**src/rtl/flash_op_arb.sv**
```systemverilog
// Flash op arbiter: grants host single-word reads or controller read/program/erase
// sequences into the MP stage. Optional macro FLASH_ARB_RR_EN enables round-robin arbitration.
module flash_op_arb #(
  parameter int BankW    = 1,
  parameter int PageW    = 8,
  parameter int WordW    = 8,
  parameter int TimeoutW = 12,
  localparam int AllPagesW = BankW + PageW,
  localparam int AW        = AllPagesW + WordW
) (
  input  logic                 clk_i,
  input  logic                 rst_ni,
  input  logic                 hst_req_i,
  input  logic [AW-1:0]        hst_addr_i,
  output logic                 hst_gnt_o,
  output logic                 hst_done_o,
  output logic                 hst_err_o,
  input  logic                 ctrl_req_i,
  input  logic [1:0]           ctrl_op_i,
  input  logic                 ctrl_erase_sel_i,
  input  logic [AW-1:0]        ctrl_addr_i,
  input  logic [WordW:0]       ctrl_num_i,
  output logic                 ctrl_gnt_o,
  output logic                 ctrl_wdone_o,
  output logic                 ctrl_done_o,
  output logic                 ctrl_err_o,
  output logic                 busy_o,
  output logic                 req_o,
  output logic [AllPagesW-1:0] req_addr_o,
  output logic [BankW-1:0]     req_bk_o,
  output logic                 addr_ovfl_o,
  output logic                 rd_o,
  output logic                 prog_o,
  output logic                 pg_erase_o,
  output logic                 bk_erase_o,
  input  logic                 rd_done_i,
  input  logic                 prog_done_i,
  input  logic                 erase_done_i,
  input  logic                 error_i
);

  typedef enum logic [2:0] {
    StIdle,
    StGrant,
    StIssue,
    StNext,
    StFin
  } state_e;

  localparam logic [1:0]          OpRead  = 2'd0;
  localparam logic [1:0]          OpProg  = 2'd1;
  localparam logic [1:0]          OpErase = 2'd2;
  localparam logic [TimeoutW-1:0] WdogMax = '1;
  localparam logic [WordW:0]      NumMax  = {1'b0, {WordW{1'b1}}};

  state_e              state_q, state_d;
  logic                host_sel_q;
  logic [1:0]          op_q;
  logic                erase_bk_q;
  logic [AW-1:0]       addr_q;
  logic [WordW:0]      num_q;
  logic [WordW:0]      cnt_q;
  logic [TimeoutW-1:0] wdog_q;
  logic                err_q;
  logic                ovfl_q;

  logic                pick_host;
  logic                bad_req;
  logic                match;
  logic                timeout;
  logic                last_word;
  logic [AW:0]         addr_inc;

`ifdef FLASH_ARB_RR_EN
  // rr_ptr_q set means the controller has priority on the next simultaneous request.
  logic rr_ptr_q;
  assign pick_host = hst_req_i && !(ctrl_req_i && rr_ptr_q);
`else
  assign pick_host = hst_req_i;
`endif

  assign bad_req   = (ctrl_op_i == 2'd3) || ((ctrl_op_i != OpErase) && (ctrl_num_i > NumMax));
  assign timeout   = (wdog_q == WdogMax);
  assign last_word = host_sel_q || (op_q == OpErase) || (cnt_q == num_q);
  assign addr_inc  = {1'b0, addr_q} + (AW+1)'(1);

  always_comb begin
    case (op_q)
      OpRead:  match = rd_done_i;
      OpProg:  match = prog_done_i;
      default: match = erase_done_i;
    endcase
  end

  assign busy_o      = (state_q != StIdle);
  assign req_addr_o  = addr_q[AW-1:WordW];
  assign req_bk_o    = addr_q[AW-1 -: BankW];
  assign addr_ovfl_o = ovfl_q;

  always_ff @(posedge clk_i or negedge rst_ni) begin
    if (!rst_ni) state_q <= StIdle;
    else         state_q <= state_d;
  end

  always_comb begin
    state_d      = state_q;
    hst_gnt_o    = 1'b0;
    ctrl_gnt_o   = 1'b0;
    hst_done_o   = 1'b0;
    hst_err_o    = 1'b0;
    ctrl_done_o  = 1'b0;
    ctrl_err_o   = 1'b0;
    ctrl_wdone_o = 1'b0;
    req_o        = 1'b0;
    rd_o         = 1'b0;
    prog_o       = 1'b0;
    pg_erase_o   = 1'b0;
    bk_erase_o   = 1'b0;
    case (state_q)
      StIdle: begin
        if (hst_req_i || ctrl_req_i) state_d = StGrant;
      end
      StGrant: begin
        hst_gnt_o  = host_sel_q;
        ctrl_gnt_o = !host_sel_q;
        state_d    = (!host_sel_q && bad_req) ? StFin : StIssue;
      end
      StIssue: begin
        req_o      = 1'b1;
        rd_o       = (op_q == OpRead);
        prog_o     = (op_q == OpProg);
        pg_erase_o = (op_q == OpErase) && !erase_bk_q;
        bk_erase_o = (op_q == OpErase) && erase_bk_q;
        if (match) begin
          ctrl_wdone_o = !host_sel_q && (op_q != OpErase);
          state_d      = (error_i || last_word) ? StFin : StNext;
        end else if (timeout) begin
          state_d = StFin;
        end
      end
      StNext: state_d = StIssue;
      StFin: begin
        hst_done_o  = host_sel_q;
        hst_err_o   = host_sel_q && err_q;
        ctrl_done_o = !host_sel_q;
        ctrl_err_o  = !host_sel_q && err_q;
        state_d     = StIdle;
      end
      default: state_d = StIdle;
    endcase
  end

  // Operand latching, word sequencing, watchdog and sticky error/overflow tracking.
  always_ff @(posedge clk_i or negedge rst_ni) begin
    if (!rst_ni) begin
      host_sel_q <= 1'b0;
      op_q       <= OpRead;
      erase_bk_q <= 1'b0;
      addr_q     <= '0;
      num_q      <= '0;
      cnt_q      <= '0;
      wdog_q     <= '0;
      err_q      <= 1'b0;
      ovfl_q     <= 1'b0;
`ifdef FLASH_ARB_RR_EN
      rr_ptr_q   <= 1'b0;
`endif
    end else begin
      case (state_q)
        StIdle: host_sel_q <= pick_host;
        StGrant: begin
          err_q  <= !host_sel_q && bad_req;
          ovfl_q <= 1'b0;
          cnt_q  <= '0;
          wdog_q <= '0;
`ifdef FLASH_ARB_RR_EN
          rr_ptr_q <= host_sel_q;
`endif
          if (host_sel_q) begin
            addr_q     <= hst_addr_i;
            op_q       <= OpRead;
            num_q      <= '0;
            erase_bk_q <= 1'b0;
          end else begin
            addr_q     <= ctrl_addr_i;
            op_q       <= ctrl_op_i;
            num_q      <= ctrl_num_i;
            erase_bk_q <= ctrl_erase_sel_i;
          end
        end
        StIssue: begin
          if (match)         err_q  <= err_q | error_i;
          else if (timeout)  err_q  <= 1'b1;
          else               wdog_q <= wdog_q + TimeoutW'(1);
        end
        StNext: begin
          // A carry out of the top address bit marks every remaining issue as overflowed.
          addr_q <= addr_inc[AW-1:0];
          ovfl_q <= ovfl_q | addr_inc[AW];
          cnt_q  <= cnt_q + (WordW+1)'(1);
          wdog_q <= '0;
        end
        default: ;
      endcase
    end
  end

endmodule

```
**config.mk**
```make
export PLATFORM = sky130hd
export DESIGN_NAME = flash_op_arb
export DESIGN_NICKNAME = d
export VERILOG_FILES = /design/src/rtl/flash_op_arb.sv
export SDC_FILE = /design/constraint.sdc
export NUM_CORES = 1
export LEC_CHECK = 0
export CAP_MARGIN = 40
export CORE_UTILIZATION = 51
export DETAILED_ROUTE_END_ITERATION = 12
export PLACE_DENSITY = 0.86
export REMOVE_ABC_BUFFERS = 1
export SLEW_MARGIN = 5
export SYNTH_ARGS = -nofsm -noshare
export SYNTH_HDL_FRONTEND = slang
export SYNTH_SLANG_ARGS = --single-unit
```
**constraint.sdc**
```tcl
create_clock -name clk_i -period 2.65 [get_ports clk_i]
set_clock_uncertainty 0.05 [all_clocks]
set_input_delay 0.265 -clock clk_i [delete_from_list [all_inputs] [get_ports clk_i]]
set_output_delay 0.265 -clock clk_i [all_outputs]
set_load 0.005 [all_outputs]
```
==> results.txt <==
# diodes: 0
share of layout cells above drive strength 1: 0.113
WHS: 0.440 ns
clk sinks: 56
post-DP HPWL: 6070 um
DRC viols: 0
Net Sw Power: 1.74 mW
RR Startpoint: state_q[2]
final setup fails: 0
Setup Fix Bufs, Post-CTS: 0
Worst Tran Pin Value: 0.675 ns
reg2reg path depth: 4
Levels on crit path: 5
gr usage total: 0.245
Overall Power: 4.10 mW
most frequent cells in the layout: clkdlybuf4s50_1 (76), nand2_1 (64), dfrtp_1 (55)
number of global-route vias before repair: 3061
Hold Vio Cnt, Final: 0
top sig layer: met4
CP required: 2.34 ns
Final min period: 2.52 ns
Slew HR: 0.550
RD Place Congestion: 0.937
clk buf depth: 2
synth warn: 0
synth-to-layout area growth: 26.1%
area occupied by multi-input gates: 1830 sq um
CP max stage delay: 0.50 ns
drt via density: 5.95
Pleak: 1.87 nW
Clock transition at path regs: 0.11 ns
H-tree depth: 2
fillers: 512
commonest non-fill, non-tap cell in the layout: clkdlybuf4s50_1
core footprint: 6390 sq um
FF-to-FF End: wdog_q[8]
final core utilization: 0.671
synthesized area per cell: 8.74 sq um
CTS tree: yes
CP bufs+invs: 2
critical path class: reg2out
DRT antenna net count: 0
routed wl met2: 4180 um
P per Cell Area: 956 nW/um^2
Max IR drop VDD: 0.000857 V
Detailed Route Iter0 Violations: 179
RSZ-0062 raised after global routing: false
Final #Nets: 508
CP cell instances: or3b_4 > inv_1 > o211ai_4 > nor2_1 > clkdlybuf4s50_1
register area: 1400 sq um
clock group share of total power: 0.119
gr ovfl total: 0
first-pass GRT wire length: 14000 um
Seq/Total Area, Yosys: 0.412
Die Footprint: 6990 sq um
max-slew violation count: 0
combinational share of power: 0.499
EDFF count, synth: 0
DIE WIDTH: 83.6 um
site row count: 29
Detailed Route WL: 8280 um
Final Cycle Share: 0.952
Gate Count Post-Synth: 389
number of iterations in the first detailed-routing pass: 6
Crit. End Element: output pin
Synth Flop Type: dfrtp_1
Setup WS post-layout: 0.128 ns
startpoint types: flip-flop
Synth Register Bits: 56
initial antenna violation count: 0
root buffer cell: clkbuf_8
via count: 3145
fmax: 396 MHz
asr flop ratio synth: 1.00
Top-Level Pins: 78
pin count of the biggest net entering global routing: 43
status: finished clean
metal3 WL: 517 um
clk_lat worst skew: 0.32 ns
met1 WL: 3410 um
Synth Cell Area: 3400 sq um
Design Area, Final: 4290 sq um
Die Y-Extent: 83.6 um
critical path launch point: state_q[2]
drt wl/cell: 15.7 um
worst min-delay path category: in2reg
Place WS: 0.421 ns
Reg power frac: 0.382
Initial Utilization: 0.532
Int Pwr: 2.35 mW
Yosys cell types: 42
MaxCap Viol Count: 0
Arr. time, crit path: 2.21 ns
IO buf count: 77
delay-heaviest family, CP: buffers and inverters
Critical Path Fanout Max: 11
Critical Path Slowest Stage Cell: clkdlybuf4s50_1
Area after DPL: 4170 sq um
Num CTS Buffers: 5
r2r setup slk: 0.56 ns
Worst setup endpoint: ctrl_wdone_o
switching part of the total: 0.425
==> Yosys cell counts (all sizes together) (3+ instances only) <==
library cell / n / share of area
a21oi: 29 / 0.043
xnor2: 10 / 0.026
or4: 3 / 0.0077
buf: 13 / 0.024
mux2: 19 / 0.063
and3: 11 / 0.020
nand2: 64 / 0.071
or2: 6 / 0.011
o21ai: 21 / 0.031
o31ai: 4 / 0.0088
dfrtp: 56 / 0.41
nand4: 8 / 0.015
nand3b: 13 / 0.029
mux2i: 13 / 0.038
nand3: 20 / 0.031
inv: 7 / 0.0077
nor3: 9 / 0.013
o22ai: 15 / 0.028
ha: 3 / 0.011
nor2: 18 / 0.020
nand2b: 3 / 0.0055
clkbuf: 18 / 0.020
a21o: 3 / 0.0066
or3: 4 / 0.0074
==> kinds of logic (layout without fill, tap and decap cells) <==
kind of cell	count (synthesis)	count (layout)	share of synthesized area
AOI/OAI and AO/OA	82	82	0.142
xor gates and xnor gates	11	11	0.0283
adders and majority gates	3	3	0.0110
buffers and inverters	38	101	0.0519
DFF	56	56	0.412
muxes	32	32	0.101
and+or+nand+nor	167	167	0.253
==> sequential cells by signal, indices dropped and copies added (netlist names) <==
signal	count
addr_q	17
erase_bk_q	1
err_q	1
state_q	3
host_sel_q	1
num_q	9
op_q	2
wdog_q	12
cnt_q	9
addr_ovfl_o	1
==> worst min-delay path, cell delays in order <==
cell and delay, ns:
clkdlybuf4s50_1 0.40, nand3b_1 0.08, nand2_1 0.05
==> stage by stage <==
step           setup TNS, ns  std cells
2_1_floorplan         -20.96        358
3_3_place_gp               0        520
3_5_place_dp               0        520
4_1_cts                    0        529
5_1_grt                    0        529
6_report                   0        529
==> layer usage <==
metal,up-vias,track usage
met5,-,0
met4,0,0.0909
met3,23,0.0386
met2,144,0.420
met1,1474,0.314
li1,1504,-
==> power groups by stage <==
stage               Clock [mW]  Sequential (mW)  Combinational [mW]
detailed placement           0             1.57                2.03
floorplan                    0             1.53                1.22
CTS                      0.491             1.55                2.04
finish                   0.487             1.57                2.04
global placement             0             1.54                1.96
global route             0.522             1.63                2.25
==> worst min-delay path by stage <==
stage | slack, ns | endpoint | startpoint | cells after the start
detailed placement | 0.30 | addr_q[3] | rst_ni | 1
global placement | 0.30 | addr_q[3] | rst_ni | 1
floorplan | -0.08 | addr_ovfl_o | rst_ni | 0
finish | 0.44 | num_q[1] | ctrl_num_i[1] | 3
CTS | 0.44 | num_q[7] | ctrl_num_i[7] | 3
global route | 0.45 | num_q[1] | ctrl_num_i[1] | 3
==> final cells by class <==
| type | count | share of cell area |
|---|---|---|
| multi-input combinational | 295 | 0.427 |
| sequential | 56 | 0.327 |
| timing repair buffer | 86 | 0.195 |
| tap | 77 | 0.0225 |
| clock buffer | 5 | 0.0161 |
| inverter | 7 | 0.00613 |
| clock inverter | 3 | 0.00555 |
==> repair_timing <==
item	in CTS	in global routing
endpoints found under the hold margin	29	0
gates resized for setup	0	2
endpoints found under the setup margin	0	1
hold buffers	1	0
(Power assumes the default switching activity.)
